--- src/rtl/tankwar_pkg.sv ---
`default_nettype none
// ============================================================================
// Module : tankwar_pkg
// Desc   : Scancodes, key slot indices and receiver state type shared by the
//          PS/2 keyboard front end.
// Rev    : 1.0 - initial release
// ============================================================================
package tankwar_pkg;

    localparam logic [7:0] SC_W       = 8'h1D;
    localparam logic [7:0] SC_S       = 8'h1B;
    localparam logic [7:0] SC_A       = 8'h1C;
    localparam logic [7:0] SC_D       = 8'h23;
    localparam logic [7:0] SC_SPACE   = 8'h29;
    localparam logic [7:0] SC_ENTER   = 8'h5A;
    localparam logic [7:0] SC_UP      = 8'h75;
    localparam logic [7:0] SC_DOWN    = 8'h72;
    localparam logic [7:0] SC_LEFT    = 8'h6B;
    localparam logic [7:0] SC_RIGHT   = 8'h74;
    localparam logic [7:0] SC_E0      = 8'hE0;
    localparam logic [7:0] SC_F0      = 8'hF0;

    // Controller replies that carry no key information
    localparam logic [7:0] SC_ACK     = 8'hFA;
    localparam logic [7:0] SC_BAT_OK  = 8'hAA;
    localparam logic [7:0] SC_ECHO    = 8'hEE;
    localparam logic [7:0] SC_RESEND  = 8'hFE;

    // Keyboard buffer overrun markers
    localparam logic [7:0] SC_OVR_00  = 8'h00;
    localparam logic [7:0] SC_OVR_FF  = 8'hFF;

    localparam int NUM_KEYS = 10;

    localparam logic [3:0] KEY_UP1    = 4'd0;
    localparam logic [3:0] KEY_DOWN1  = 4'd1;
    localparam logic [3:0] KEY_LEFT1  = 4'd2;
    localparam logic [3:0] KEY_RIGHT1 = 4'd3;
    localparam logic [3:0] KEY_FIRE1  = 4'd4;
    localparam logic [3:0] KEY_UP2    = 4'd5;
    localparam logic [3:0] KEY_DOWN2  = 4'd6;
    localparam logic [3:0] KEY_LEFT2  = 4'd7;
    localparam logic [3:0] KEY_RIGHT2 = 4'd8;
    localparam logic [3:0] KEY_FIRE2  = 4'd9;

    typedef enum logic [1:0] {
        RX_IDLE  = 2'd0,
        RX_SHIFT = 2'd1,
        RX_CHECK = 2'd2
    } rx_state_e;

    typedef struct packed {
        logic       hit;
        logic [3:0] idx;
    } key_map_t;

    // Keypad Enter (E0 5A) and keypad digits (plain 75/72/6B/74) fall through
    function automatic key_map_t map_key(input logic ext, input logic [7:0] code);
        key_map_t m;
        m.hit = 1'b1;
        m.idx = 4'd0;
        if (ext) begin
            case (code)
                SC_UP:    m.idx = KEY_UP2;
                SC_DOWN:  m.idx = KEY_DOWN2;
                SC_LEFT:  m.idx = KEY_LEFT2;
                SC_RIGHT: m.idx = KEY_RIGHT2;
                default:  m.hit = 1'b0;
            endcase
        end else begin
            case (code)
                SC_W:     m.idx = KEY_UP1;
                SC_S:     m.idx = KEY_DOWN1;
                SC_A:     m.idx = KEY_LEFT1;
                SC_D:     m.idx = KEY_RIGHT1;
                SC_SPACE: m.idx = KEY_FIRE1;
                SC_ENTER: m.idx = KEY_FIRE2;
                default:  m.hit = 1'b0;
            endcase
        end
        return m;
    endfunction

endpackage
`default_nettype wire

--- src/rtl/ps2_key_decoder_if.sv ---
`default_nettype none
// ============================================================================
// Module : ps2_key_decoder_if
// Desc   : PS/2 line inputs plus decoded key levels and byte status outputs.
// Rev    : 1.0 - initial release
// ============================================================================
interface ps2_key_decoder_if;

    logic       ps2_clk;
    logic       ps2_data;
    logic       up1;
    logic       down1;
    logic       left1;
    logic       right1;
    logic       fire1;
    logic       up2;
    logic       down2;
    logic       left2;
    logic       right2;
    logic       fire2;
    logic       byte_valid;
    logic [7:0] rx_byte;
    logic       frame_err;

    // Keyboard/host side
    modport master (
        output ps2_clk, ps2_data,
        input  up1, down1, left1, right1, fire1,
        input  up2, down2, left2, right2, fire2,
        input  byte_valid, rx_byte, frame_err
    );

    // Decoder side
    modport slave (
        input  ps2_clk, ps2_data,
        output up1, down1, left1, right1, fire1,
        output up2, down2, left2, right2, fire2,
        output byte_valid, rx_byte, frame_err
    );

endinterface
`default_nettype wire

--- src/rtl/ps2_rx.sv ---
`default_nettype none
// ============================================================================
// Module : ps2_rx
// Desc   : PS/2 frame receiver: synchronizers, clock glitch filter, 11-bit
//          frame shifter with parity/stop checking and inactivity timeout.
// Rev    : 1.0 - initial release
// ============================================================================
module ps2_rx
    import tankwar_pkg::*;
#(
    parameter int FILTER_LEN = 4,
    parameter int TIMEOUT    = 50000
) (
    input  wire logic       clk,
    input  wire logic       clrn,
    input  wire logic       i_ps2_clk,
    input  wire logic       i_ps2_data,
    output logic            o_byte_valid,
    output logic [7:0]      o_rx_byte,
    output logic            o_frame_err
);

    localparam int FLT_W = (FILTER_LEN > 1) ? $clog2(FILTER_LEN) : 1;
    localparam int TO_W  = $clog2(TIMEOUT + 1);

    localparam logic [FLT_W-1:0] c_FLT_LAST = FLT_W'(FILTER_LEN - 1);
    localparam logic [TO_W-1:0]  c_TO_LAST  = TO_W'(TIMEOUT - 1);
    localparam logic [3:0]       c_LAST_BIT = 4'd10;

    logic             r_clk_s1, r_clk_s2;
    logic             r_dat_s1, r_dat_s2;
    logic             r_filt_clk, r_filt_d;
    logic [FLT_W-1:0] r_flt_cnt;
    logic             w_fall;

    rx_state_e        r_state, w_state_nxt;
    logic [3:0]       r_bit_cnt, w_bit_cnt_nxt;
    logic [9:0]       r_shift, w_shift_nxt;
    logic [TO_W-1:0]  r_to_cnt, w_to_cnt_nxt;
    logic             w_ok, w_err;
    logic             r_byte_valid, r_frame_err;
    logic [7:0]       r_rx_byte;

    // Bus idles high, so the front end resets to 1 to avoid a false edge
    always_ff @(posedge clk or negedge clrn) begin
        if (!clrn) begin
            r_clk_s1   <= 1'b1;
            r_clk_s2   <= 1'b1;
            r_dat_s1   <= 1'b1;
            r_dat_s2   <= 1'b1;
            r_filt_clk <= 1'b1;
            r_filt_d   <= 1'b1;
            r_flt_cnt  <= '0;
        end else begin
            r_clk_s1 <= i_ps2_clk;
            r_clk_s2 <= r_clk_s1;
            r_dat_s1 <= i_ps2_data;
            r_dat_s2 <= r_dat_s1;
            r_filt_d <= r_filt_clk;
            if (r_clk_s2 == r_filt_clk) begin
                r_flt_cnt <= '0;
            end else if (r_flt_cnt == c_FLT_LAST) begin
                r_filt_clk <= r_clk_s2;
                r_flt_cnt  <= '0;
            end else begin
                r_flt_cnt <= r_flt_cnt + 1'b1;
            end
        end
    end

    assign w_fall = r_filt_d & ~r_filt_clk;

    always_comb begin
        w_state_nxt   = r_state;
        w_bit_cnt_nxt = r_bit_cnt;
        w_shift_nxt   = r_shift;
        w_to_cnt_nxt  = r_to_cnt;
        w_ok          = 1'b0;
        w_err         = 1'b0;
        case (r_state)
            RX_IDLE: begin
                w_bit_cnt_nxt = '0;
                w_to_cnt_nxt  = '0;
                if (w_fall && !r_dat_s2) begin
                    w_state_nxt   = RX_SHIFT;
                    w_bit_cnt_nxt = 4'd1;
                end
            end
            RX_SHIFT: begin
                if (w_fall) begin
                    // After ten shifts: [7:0] data, [8] parity, [9] stop
                    w_to_cnt_nxt = '0;
                    w_shift_nxt  = {r_dat_s2, r_shift[9:1]};
                    if (r_bit_cnt == c_LAST_BIT) begin
                        w_state_nxt   = RX_CHECK;
                        w_bit_cnt_nxt = '0;
                    end else begin
                        w_bit_cnt_nxt = r_bit_cnt + 4'd1;
                    end
                end else if (r_to_cnt == c_TO_LAST) begin
                    w_state_nxt   = RX_IDLE;
                    w_bit_cnt_nxt = '0;
                    w_to_cnt_nxt  = '0;
                    w_err         = 1'b1;
                end else begin
                    w_to_cnt_nxt = r_to_cnt + 1'b1;
                end
            end
            RX_CHECK: begin
                w_state_nxt = RX_IDLE;
                if ((^r_shift[8:0]) && r_shift[9]) begin
                    w_ok = 1'b1;
                end else begin
                    w_err = 1'b1;
                end
            end
            default: begin
                w_state_nxt = RX_IDLE;
            end
        endcase
    end

    always_ff @(posedge clk or negedge clrn) begin
        if (!clrn) begin
            r_state      <= RX_IDLE;
            r_bit_cnt    <= '0;
            r_shift      <= '0;
            r_to_cnt     <= '0;
            r_byte_valid <= 1'b0;
            r_frame_err  <= 1'b0;
            r_rx_byte    <= '0;
        end else begin
            r_state      <= w_state_nxt;
            r_bit_cnt    <= w_bit_cnt_nxt;
            r_shift      <= w_shift_nxt;
            r_to_cnt     <= w_to_cnt_nxt;
            r_byte_valid <= w_ok;
            r_frame_err  <= w_err;
            if (w_ok) begin
                r_rx_byte <= r_shift[7:0];
            end
        end
    end

    assign o_byte_valid = r_byte_valid;
    assign o_rx_byte    = r_rx_byte;
    assign o_frame_err  = r_frame_err;

endmodule
`default_nettype wire

--- src/rtl/ps2_key_decoder.sv ---
`default_nettype none
// ============================================================================
// Module : ps2_key_decoder
// Desc   : PS/2 keyboard to two-player key levels; make/break decoder on top
//          of the ps2_rx frame receiver.
// Rev    : 1.0 - initial release
// ============================================================================
module ps2_key_decoder
    import tankwar_pkg::*;
#(
    parameter int FILTER_LEN = 4,
    parameter int TIMEOUT    = 50000
) (
    input  wire logic         clk,
    input  wire logic         clrn,
    ps2_key_decoder_if.slave  ps2
);

    logic                w_byte_valid;
    logic [7:0]          w_rx_byte;
    logic                w_frame_err;
    key_map_t            w_map;

    logic                r_ext;
    logic                r_brk;
    logic [NUM_KEYS-1:0] r_keys;

    ps2_rx #(
        .FILTER_LEN (FILTER_LEN),
        .TIMEOUT    (TIMEOUT)
    ) u_rx (
        .clk          (clk),
        .clrn         (clrn),
        .i_ps2_clk    (ps2.ps2_clk),
        .i_ps2_data   (ps2.ps2_data),
        .o_byte_valid (w_byte_valid),
        .o_rx_byte    (w_rx_byte),
        .o_frame_err  (w_frame_err)
    );

    assign w_map = map_key(r_ext, w_rx_byte);

    // Only good bytes reach the decoder; frame errors leave it untouched
    always_ff @(posedge clk or negedge clrn) begin
        if (!clrn) begin
            r_ext  <= 1'b0;
            r_brk  <= 1'b0;
            r_keys <= '0;
        end else if (w_byte_valid) begin
            case (w_rx_byte)
                SC_E0: begin
                    r_ext <= 1'b1;
                end
                SC_F0: begin
                    r_brk <= 1'b1;
                end
                SC_ACK, SC_BAT_OK, SC_ECHO, SC_RESEND: begin
                    r_ext <= 1'b0;
                    r_brk <= 1'b0;
                end
                SC_OVR_00, SC_OVR_FF: begin
                    r_ext  <= 1'b0;
                    r_brk  <= 1'b0;
                    r_keys <= '0;
                end
                default: begin
                    if (w_map.hit) begin
                        r_keys[w_map.idx] <= ~r_brk;
                    end
                    r_ext <= 1'b0;
                    r_brk <= 1'b0;
                end
            endcase
        end
    end

    assign ps2.up1        = r_keys[KEY_UP1];
    assign ps2.down1      = r_keys[KEY_DOWN1];
    assign ps2.left1      = r_keys[KEY_LEFT1];
    assign ps2.right1     = r_keys[KEY_RIGHT1];
    assign ps2.fire1      = r_keys[KEY_FIRE1];
    assign ps2.up2        = r_keys[KEY_UP2];
    assign ps2.down2      = r_keys[KEY_DOWN2];
    assign ps2.left2      = r_keys[KEY_LEFT2];
    assign ps2.right2     = r_keys[KEY_RIGHT2];
    assign ps2.fire2      = r_keys[KEY_FIRE2];
    assign ps2.byte_valid = w_byte_valid;
    assign ps2.rx_byte    = w_rx_byte;
    assign ps2.frame_err  = w_frame_err;

endmodule
`default_nettype wire

--- src/flat_wrapper.sv ---
// flat-port wrapper written by rule: the top's interface ports become plain ports
module ps2_key_decoder_flat import tankwar_pkg::*;
#(
    parameter int FILTER_LEN = 4,
    parameter int TIMEOUT    = 50000
)
  (clk, clrn, ps2_ps2_clk, ps2_ps2_data, ps2_up1, ps2_down1, ps2_left1, ps2_right1, ps2_fire1, ps2_up2, ps2_down2, ps2_left2, ps2_right2, ps2_fire2, ps2_byte_valid, ps2_rx_byte, ps2_frame_err);
  ps2_key_decoder_if ps2_i ();
  input  wire logic clk;
  input  wire logic clrn;
  input wire logic [$bits(ps2_i.ps2_clk)-1:0] ps2_ps2_clk;
  input wire logic [$bits(ps2_i.ps2_data)-1:0] ps2_ps2_data;
  output wire logic [$bits(ps2_i.up1)-1:0] ps2_up1;
  output wire logic [$bits(ps2_i.down1)-1:0] ps2_down1;
  output wire logic [$bits(ps2_i.left1)-1:0] ps2_left1;
  output wire logic [$bits(ps2_i.right1)-1:0] ps2_right1;
  output wire logic [$bits(ps2_i.fire1)-1:0] ps2_fire1;
  output wire logic [$bits(ps2_i.up2)-1:0] ps2_up2;
  output wire logic [$bits(ps2_i.down2)-1:0] ps2_down2;
  output wire logic [$bits(ps2_i.left2)-1:0] ps2_left2;
  output wire logic [$bits(ps2_i.right2)-1:0] ps2_right2;
  output wire logic [$bits(ps2_i.fire2)-1:0] ps2_fire2;
  output wire logic [$bits(ps2_i.byte_valid)-1:0] ps2_byte_valid;
  output wire logic [$bits(ps2_i.rx_byte)-1:0] ps2_rx_byte;
  output wire logic [$bits(ps2_i.frame_err)-1:0] ps2_frame_err;
  assign ps2_i.ps2_clk = ps2_ps2_clk;
  assign ps2_i.ps2_data = ps2_ps2_data;
  assign ps2_up1 = ps2_i.up1;
  assign ps2_down1 = ps2_i.down1;
  assign ps2_left1 = ps2_i.left1;
  assign ps2_right1 = ps2_i.right1;
  assign ps2_fire1 = ps2_i.fire1;
  assign ps2_up2 = ps2_i.up2;
  assign ps2_down2 = ps2_i.down2;
  assign ps2_left2 = ps2_i.left2;
  assign ps2_right2 = ps2_i.right2;
  assign ps2_fire2 = ps2_i.fire2;
  assign ps2_byte_valid = ps2_i.byte_valid;
  assign ps2_rx_byte = ps2_i.rx_byte;
  assign ps2_frame_err = ps2_i.frame_err;
  ps2_key_decoder #(.FILTER_LEN(FILTER_LEN), .TIMEOUT(TIMEOUT)) u_core (.clk(clk), .clrn(clrn), .ps2(ps2_i));
endmodule
--- config.mk ---
export PLATFORM = sky130hd
export DESIGN_NAME = ps2_key_decoder_flat
export DESIGN_NICKNAME = d
export VERILOG_FILES = /design/src/rtl/tankwar_pkg.sv /design/src/rtl/ps2_key_decoder_if.sv /design/src/rtl/ps2_rx.sv /design/src/rtl/ps2_key_decoder.sv /design/src/flat_wrapper.sv
export SDC_FILE = /design/constraint.sdc
export NUM_CORES = 1
export LEC_CHECK = 0
export BUFFER_PORTS_ARGS = -buffer_cell sky130_fd_sc_hd__buf_4
export CAP_MARGIN = 20
export CORE_UTILIZATION = 31
export DETAILED_ROUTE_END_ITERATION = 10
export PLACE_DENSITY = 0.53
export SLEW_MARGIN = 20
export SYNTH_ARGS = -nofsm -noshare
export SYNTH_HDL_FRONTEND = slang
export SYNTH_SLANG_ARGS = --single-unit
--- constraint.sdc ---
create_clock -name clk -period 2.2 [get_ports clk]
set_input_delay 0.33 -clock clk [delete_from_list [all_inputs] [get_ports clk]]
set_output_delay 0.33 -clock clk [all_outputs]
set_load 0.01 [all_outputs]
==> results of run 1 <==
-- synthesized netlist by cell type, types with 5 or more instances --
| library cell | number | share of area |
|---|---|---|
| dfrtp_1 | 56 | 0.42 |
| o21ai_1 | 29 | 0.044 |
| nand2_1 | 20 | 0.023 |
| nor2_1 | 20 | 0.023 |
| mux2_1 | 16 | 0.055 |
| nand3_1 | 14 | 0.021 |
| a21oi_1 | 12 | 0.018 |
| inv_1 | 11 | 0.013 |
| nand2b_1 | 9 | 0.017 |
| nor3_1 | 8 | 0.012 |
| o31ai_1 | 8 | 0.018 |
| ha_1 | 7 | 0.027 |
| xnor2_1 | 7 | 0.019 |
| a31oi_1 | 6 | 0.011 |
| clkbuf_1 | 6 | 0.0068 |
| dfstp_2 | 6 | 0.048 |
| and3_1 | 5 | 0.0095 |
| or4_1 | 5 | 0.011 |
-- worst reg2reg max path, cell delays in order (launching register included) --
cell     delay, ns
dfrtp_1       0.37
or4_1         0.52
or4_4         0.52
o31ai_4       0.19
buf_6         0.16
buf_4         0.11
o22ai_1       0.06
a22o_1        0.25
-- final timing paths --
check | start | endpoint | cells past startpoint
worst max register to register | u_core.u_rx.r_to_cnt[13]$_DFFE_PN0P_ | u_core.u_rx.r_to_cnt[13]$_DFFE_PN0P_ | 7
worst min-delay path | ps2_ps2_data | u_core.u_rx.r_dat_s1$_DFF_PN1_ | 1
worst max-delay path | u_core.u_rx.r_to_cnt[13]$_DFFE_PN0P_ | u_core.u_rx.r_to_cnt[13]$_DFFE_PN0P_ | 7
max in group asynchronous | clrn | u_core.u_rx.r_filt_d$_DFF_PN1_ | 3
min in group asynchronous | clrn | u_core.u_rx.r_to_cnt[9]$_DFFE_PN0P_ | 2
worst min register to register | u_core.u_rx.r_dat_s1$_DFF_PN1_ | u_core.u_rx.r_dat_s2$_DFF_PN1_ | 0
-- metrics by stage --
| step | TNS (ns) | hold WS (ns) |
|---|---|---|
| finish | -0.837 | 0.101 |
| global route | -2.32 | 0.0792 |
| CTS | -1.58 | 0.0790 |
| detailed placement | -1.32 | 0.324 |
| global placement | -0.625 | 0.314 |
| floorplan | -0.436 | 0.0344 |
-- routing by layer --
metal / wire [um] / share of wire
met3: 255 / 0.034
met5: 0 / 0
met2: 3690 / 0.49
met1: 3550 / 0.47
met4: 89 / 0.012
-- state kept, by name (all words and copies together), names as in the netlist, 2 cells and up --
| name | count |
|---|---|
| u_core.u_rx.r_shift | 10 |
| u_core.u_rx.o_rx_byte | 8 |
| u_core.u_rx.r_to_cnt | 16 |
| u_core.u_rx.r_flt_cnt | 2 |
| u_core.u_rx.r_bit_cnt | 4 |
| u_core.u_rx.r_state | 2 |
| u_core.r_keys | 10 |
-- area by class of cell --
type	count	area [um^2]	share of cell area
clock buffer	10	128	0.0296
sequential	62	1560	0.363
inverter	11	41.3	0.00957
timing repair buffer	82	659	0.153
multi-input combinational	239	1720	0.399
tap	136	170	0.0394
clock inverter	6	30.0	0.00696
-- logic make-up after synthesis --
| group | synth area share |
|---|---|
| simple gates | 0.192 |
| compound gates | 0.182 |
| flops | 0.472 |
| buf+inv | 0.0345 |
| mux | 0.0648 |
| xor+xnor | 0.0281 |
| fa+ha+maj | 0.0265 |
-- timing repair --
| action | in CTS | in global routing |
|---|---|---|
| endpoints found under the setup margin | 19 | 29 |
| gates cloned | 0 | 1 |
| endpoints found under the hold margin | 31 | 0 |
| gates resized for setup | 3 | 24 |
| hold buffers | 1 | 0 |
| setup buffers | 0 | 8 |
| pin swaps | 1 | 10 |
-- report_power, final --
part	switching (mW)	internal, mW
registers	0.103	1.27
clock network	0.432	0.396
logic	0.467	0.416
total	1.00	2.08
==> results_dict.tcl, run 1 <==
set metrics [dict create \
    status "finished with violations" \
    violations "setup timing" \
    dr_total_vias 2783 \
    grt_max_degree 35 \
    cp_top_family "simple AND/OR/NAND/NOR gates" \
    grt_pass1_wl_um 13200 \
    use_met3 0.0381 \
    critPathBufInv 2 \
    hold_viol 0 \
    synth.distinct_cells 61 \
    startpoint_type "flop" \
    cts_buffers 9 \
    final_nets 416 \
    antenna_found_initial 0 \
    met2_usage 0.246 \
    ir_drop_v 0.000300 \
    crit_fanout 6 \
    diodes 0 \
    start_util 0.320 \
    post_dp_cell_area_um2 3970 \
    finalNonFillerCells 546 \
    tightest_slew_ns 0.944 \
    dp.cells 520 \
    min_path_type "input port to flop" \
    slew_headroom 0.368 \
    ys_ff_latch 62 \
    syn_inst 326 \
    drive_gt1_frac 0.324 \
    fin_crit_ns 2.29 \
    fp.dieH_um 105 \
    hpwlAfterDp_um 5450 \
    slowest_stage "or4_1" \
    drv_slew 0 \
    maxCapViolCount 0 \
    total_power_mw 3.08 \
    fin_crit_sh 1.04 \
    yosys_warnings 0 \
    cts_root_buf "clkbuf_8" \
    clockBufferDepth 2 \
    pwr_density_cell_nw_per_um2 714 \
    wire_per_inst_um 13.9 \
    postRouteAntennaNets 0 \
    fp.dieArea_um2 11100 \
    insertion_delay_ns 0.33 \
    ios 24 \
    cp.arrival_ns 2.51 \
    fin_ws_ns -0.0916 \
    rrSetupSlack_ns -0.09 \
    crit_path_cell_trace "or4_1 > or4_4 > o31ai_4 > buf_6 > buf_4 > o22ai_1 > a22o_1" \
    slowest_delay_ns 0.52 \
    crit_type "flop to flop" \
    final_common_cell "buf_4" \
    area_growth_pct 30.7 \
    cts.sinks 62 \
    rsz0062_at_grt "true" \
    drtIter0Drc 105 \
    synth-edff-count 0 \
    vias_per_cell 5.10 \
    cp-end-kind "flop" \
    routed_wl_um 7590 \
    synth_nets 337 \
    avgSynthCellArea_um2 10.1 \
    portBuffers 23 \
    drt-pass1-iter-count 4 \
    utilization 0.418 \
    grt-busiest-layer "met2" \
    drc_errors 0 \
    n_fill_cell 1017 \
    ys.flop_type "dfrtp_1" \
    htreeDepth 3 \
    cts_tree "yes" \
    setup_violations 15 \
    grt_pass1_vias 2750 \
    fmax_ghz 0.436 \
    grt.met1_usage 0.190 \
    rows 37 \
    required_ns 2.42 \
    die_width_um 105 \
    track_usage 0.149 \
    final_cell_mix "buf_4, dfrtp_1, o21ai_1" \
    core_um2 10300 \
    final_cell_area_um2 4310 \
    power_leakage_nw 1.99 \
    grt_overflow_total 0 \
    place_ws_ns -0.112 \
    place.gp.congestion 0.778 \
    clk_pin_slew_ns 0.07 \
    syn-cell-area_um2 3300 \
    ys_async_sr_fraction 1.00 \
    fin_worst_skew_ns 0.0113 \
    yosysSeqAreaShare 0.472 \
]
Power figures use the tool's default switching activity.
==> run 2, diff against run 1 <==
Settings changed: PLACE_DENSITY 0.53 to 0.52.
Clock period 2.2 ns to 2.4 ns, I/O delays scaled along.
==> run 2 against run 1 <==
Against the previous run: the run now ends clean; combinational power shrank 17%; setup slack improved by 0.19 ns; hold slack got worse by 0.0069 ns; maximum frequency decreased by 0.39%; sequential cell count did not move; non-clock buffer count decreased by 26; utilization down 2.4 points; count of clock-buffer cells in the layout is 1 lower; total power down 2.3%; critical path type unchanged; largest power group unchanged; highest routed layer unchanged.
==> results_dict.tcl, run 2 (synthesis results as in run 1) <==
set metrics [dict create \
    pwr_density_cell_nw_per_um2 740 \
    clk_pin_slew_ns 0.08 \
    ios 24 \
    finalNonFillerCells 520 \
    slew_headroom 0.478 \
    status "finished clean" \
    max_flop_register "u_core.u_rx.r_to_cnt" \
    grt_pass1_vias 2709 \
    fp.dieH_um 105 \
    clockBufferDepth 2 \
    final_common_cell "buf_4" \
    grt.met1_usage 0.187 \
    postRouteAntennaNets 0 \
    startpoint_type "flop" \
    cts_tree "yes" \
    start_util 0.320 \
    min_path_type "input port to asynchronous set/reset pin" \
    drive_gt1_frac 0.242 \
    largest_register_ffs 16 \
    dr_total_vias 2676 \
    hold_slack_ns 0.0937 \
    dp.cells 501 \
    required_ns 2.68 \
    fin_tns_setup_ns 0 \
    ir_drop_v 0.000297 \
    drv_slew 0 \
    fmax_ghz 0.435 \
    drt-pass1-iter-count 4 \
    reg_top3 "u_core.u_rx.r_to_cnt (16), u_core.r_keys (10), u_core.u_rx.r_shift (10)" \
    antenna_found_initial 0 \
    htreeDepth 3 \
    cts_buffers 9 \
    final_cell_mix "buf_4, dfrtp_1, o21ai_1" \
    rows 37 \
    grt-busiest-layer "met2" \
    hold_viol 0 \
    fin_crit_sh 0.959 \
    cts_root_buf "clkbuf_8" \
    wire_per_inst_um 14.3 \
    final_nets 390 \
    core_um2 10300 \
    use_met3 0.0337 \
    grt_pass1_wl_um 13000 \
    track_usage 0.146 \
    hpwlAfterDp_um 5230 \
    tightest_slew_ns 0.783 \
    routed_wl_um 7440 \
    portBuffers 23 \
    utilization 0.394 \
    drtIter0Drc 145 \
    reg2reg_depth 8 \
    power_leakage_nw 1.84 \
    cts_hold_buf 0 \
    vias_per_cell 5.15 \
    n_fill_cell 1031 \
    grt_max_degree 63 \
    crit_type "flop to flop" \
    grt_overflow_total 0 \
    place.gp.congestion 0.794 \
    rsz0062_at_grt "true" \
    maxCapViolCount 0 \
    diodes 0 \
    fin_worst_skew_ns 0.0103 \
    cp-end-kind "flop" \
    insertion_delay_ns 0.34 \
    die_width_um 105 \
    area_growth_pct 23.2 \
    cp.arrival_ns 2.58 \
    total_power_mw 3.01 \
    setup_violations 0 \
    cts.sinks 62 \
    met2_usage 0.242 \
    drc_errors 0 \
    fin_crit_ns 2.30 \
    fp.dieArea_um2 11100 \
    crit_fanout 7 \
]
## run 2: cell types whose count changed in the layout (fill, tap and decap cells not counted), sizes merged
cell	change
buf	-26
bufinv	+2
clkinv	-4
clkinvlp	+2
dlygate4sd3	-1
inv	+1
## run 2: per-layer routing
| layer | part of all wire | vias up |
|---|---|---|
| met5 | 0 | - |
| met4 | 0.013 | 0 |
| met3 | 0.026 | 10 |
| met2 | 0.49 | 35 |
| met1 | 0.47 | 1322 |
| li1 | - | 1309 |
## run 2: worst paths after layout
path                                                      start                                    to  slack, ns
setup / recovery           u_core.u_rx.r_to_cnt[13]$_DFFE_PN0P_    u_core.u_rx.r_state[0]$_DFFE_PN0P_        0.1
hold / removal                                             clrn   u_core.u_rx.r_to_cnt[9]$_DFFE_PN0P_       0.09
setup reg to reg           u_core.u_rx.r_to_cnt[13]$_DFFE_PN0P_    u_core.u_rx.r_state[0]$_DFFE_PN0P_        0.1
hold reg to reg                  u_core.u_rx.r_dat_s1$_DFF_PN1_        u_core.u_rx.r_dat_s2$_DFF_PN1_       0.36
max in group asynchronous                                  clrn  u_core.u_rx.o_rx_byte[0]$_DFFE_PN0P_       1.74
min in group clk                                    ps2_ps2_clk        u_core.u_rx.r_clk_s1$_DFF_PN1_       0.12
## run 2: area by class of cell
class	count	area (um^2)	share of cell area
Timing Repair Buffer	56	428	0.105
Clock inverter	7	97.6	0.0240
Sequential cell	62	1560	0.384
Multi-Input combinational cell	239	1640	0.404
Tap cell	136	170	0.0418
Clock buffer	9	124	0.0305
Inverter	11	41.3	0.0102
## run 2: where the power goes
part / total (mW) / internal, mW / switching [mW] / leakage [nW]
clock network: 1.02 / 0.587 / 0.436 / 0.106
logic: 0.735 / 0.327 / 0.408 / 0.898
registers: 1.25 / 1.16 / 0.0928 / 0.831
## run 2: worst max-delay path, stage by stage (launching register included)
cell and delay (ns):
dfrtp_1 0.38, or4_1 0.51, or4_4 0.52, o31ai_4 0.19
buf_6 0.16, buf_4 0.12, nand2_1 0.08, nor3_2 0.14
o22a_1 0.15
## run 2: what timing repair did
action | CTS | global route
setup buffers | 0 | 2
resized for setup | 1 | 9
endpoints found under the setup margin | 1 | 21
endpoints found under the hold margin | 0 | 0
cloned | 0 | 1
pin swaps | 0 | 0
## run 2: stage by stage
step                      cell area, um^2  setup slack, ns
after floorplan                      3300            0.121
after global placement               3800            0.101
after detailed placement             3800          0.00919
after CTS                            4020           0.0384
after global routing                 4070          -0.0323
final                                4070           0.0994
==> run 3, diff against run 2 <==
Settings changed: CORE_UTILIZATION 31 to 50, PLACE_DENSITY 0.52 to 0.73.
==> run 3 against run 2 <==
Against the previous run: setup slack got worse by 0.0080 ns; clock power decreased by 24%; critical path depth decreased by 2; non-clock buffer count decreased by 11; wire length decreased by 7.7%; first-iteration DRC count decreased by 21%; sequential cell count unchanged; utilization increased by 21 points; final cell count decreased by 13%; hold slack got worse by 0.015 ns; global-route usage increased by 7.3 points; count of clock-buffer cells in the layout increased by 1; largest power group unchanged.
==> results_dict.tcl, run 3 (synthesis results as in run 1) <==
set metrics [dict create \
    status "finished clean" \
    cts_buffers 9 \
    multi_input_area_um2 1650 \
    crit_fanout 7 \
    drv_slew 0 \
    cts_tree "yes" \
    grt_pass1_vias 2610 \
    clockBufferDepth 2 \
    core_um2 6350 \
    fin_crit_sh 0.962 \
    reg_top3 "u_core.u_rx.r_to_cnt (16), u_core.r_keys (10), u_core.u_rx.r_shift (10)" \
    hpwlAfterDp_um 4880 \
    startpoint_type "flop" \
    track_usage 0.219 \
    htreeDepth 3 \
    power_leakage_nw 1.76 \
    cp.arrival_ns 2.54 \
    final_common_cell "dfrtp_1" \
    fmax_ghz 0.433 \
    setup_violations 0 \
    fp.dieH_um 83.3 \
    grt_overflow_total 0 \
    fin_worst_skew_ns 0.00503 \
    postCtsSetupBuffers 0 \
    largest_register_ffs 16 \
    die_width_um 83.3 \
    tightest_slew_ns 0.756 \
    min_path_type "input port to asynchronous set/reset pin" \
    final_cell_mix "dfrtp_1, buf_4, o21ai_1" \
    fp.dieArea_um2 6930 \
    cts.sinks 62 \
    n_fill_cell 548 \
    clk_pin_slew_ns 0.07 \
    drtIter0Drc 115 \
    total_power_mw 2.71 \
    place_ws_ns 0.0895 \
    fin_crit_ns 2.31 \
    postRouteAntennaNets 0 \
    rsz0062_at_grt "true" \
    grt_max_degree 63 \
    cp-end-kind "flop" \
    grt_pass1_wl_um 12200 \
    routed_wl_um 6870 \
    cts_root_buf "clkbuf_8" \
    start_util 0.520 \
    drc_errors 0 \
    maxCapViolCount 0 \
    cts-resized-gates 0 \
    required_ns 2.63 \
    portBuffers 23 \
    drive_gt1_frac 0.214 \
    antenna_found_initial 0 \
    area_growth_pct 16.7 \
    wire_per_inst_um 15.3 \
    crit_type "flop to flop" \
    reg2reg_depth 6 \
    final_nets 379 \
    ios 24 \
    max_flop_register "u_core.u_rx.r_to_cnt" \
    utilization 0.607 \
    dr_total_vias 2698 \
    pwr_density_cell_nw_per_um2 705 \
    rows 29 \
    ir_drop_v 0.000563 \
    drt-pass1-iter-count 4 \
    cts_hold_buf 0 \
    ff_latch_area_um2 1560 \
    vias_per_cell 6.00 \
    diodes 0 \
    slew_headroom 0.496 \
    hold_viol 0 \
    place.gp.congestion 0.892 \
    insertion_delay_ns 0.34 \
    fin_ws_ns 0.0914 \
]
## run 3: final cells by class
| type | instances | share of cell area |
|---|---|---|
| clock inverter | 6 | 0.0101 |
| clock buffer | 10 | 0.0331 |
| multi-input combinational | 239 | 0.428 |
| inverter | 11 | 0.0107 |
| sequential | 62 | 0.405 |
| tap | 77 | 0.0250 |
| timing repair buffer | 45 | 0.0877 |
## run 3: power by group
| group | switching (mW) | internal, mW |
|---|---|---|
| Sequential | 0.0913 | 1.16 |
| Combinational | 0.390 | 0.297 |
| Clock | 0.407 | 0.370 |
## run 3: path summary, 6_finish.rpt
path / to / slack [ns] / from
max: u_core.r_keys[0]$_DFFE_PN0P_ / 0.09 / u_core.u_rx.o_rx_byte[7]$_DFFE_PN0P_
min: u_core.r_keys[3]$_DFFE_PN0P_ / 0.08 / clrn
max reg2reg: u_core.r_keys[0]$_DFFE_PN0P_ / 0.09 / u_core.u_rx.o_rx_byte[7]$_DFFE_PN0P_
min reg2reg: u_core.u_rx.r_clk_s2$_DFF_PN1_ / 0.36 / u_core.u_rx.r_clk_s1$_DFF_PN1_
max in group asynchronous: u_core.u_rx.o_rx_byte[3]$_DFFE_PN0P_ / 1.76 / clrn
min in group clk: u_core.u_rx.r_dat_s1$_DFF_PN1_ / 0.12 / ps2_ps2_data
## run 3: per-stage QoR
step	std cells	hold slack [ns]	setup TNS (ns)	cell area, um^2
after floorplan	326	0.0644	0	3300
after global placement	434	0.347	0	3660
after detailed placement	434	0.347	0	3660
after CTS	450	0.103	0	3830
after global routing	450	0.0951	-0.147	3850
final	450	0.0787	0	3850
## run 3: metal layers
| metal | wire length [um] | share of wire | GRT usage | vias up |
|---|---|---|---|---|
| met5 | 0 | 0 | 0 | - |
| met4 | 84 | 0.012 | 0.0784 | 0 |
| met3 | 290 | 0.042 | 0.0696 | 9 |
| met2 | 3310 | 0.48 | 0.354 | 62 |
| met1 | 3190 | 0.46 | 0.277 | 1337 |
| li1 | - | - | - | 1290 |
## run 3: critical path: stages, from the launching register on
cell and delay [ns]:
dfrtp_1 0.45, or2_1 0.26, or4_4 0.54, a32oi_1 0.23
o21bai_1 0.12, nor3_1 0.25, mux2_1 0.35
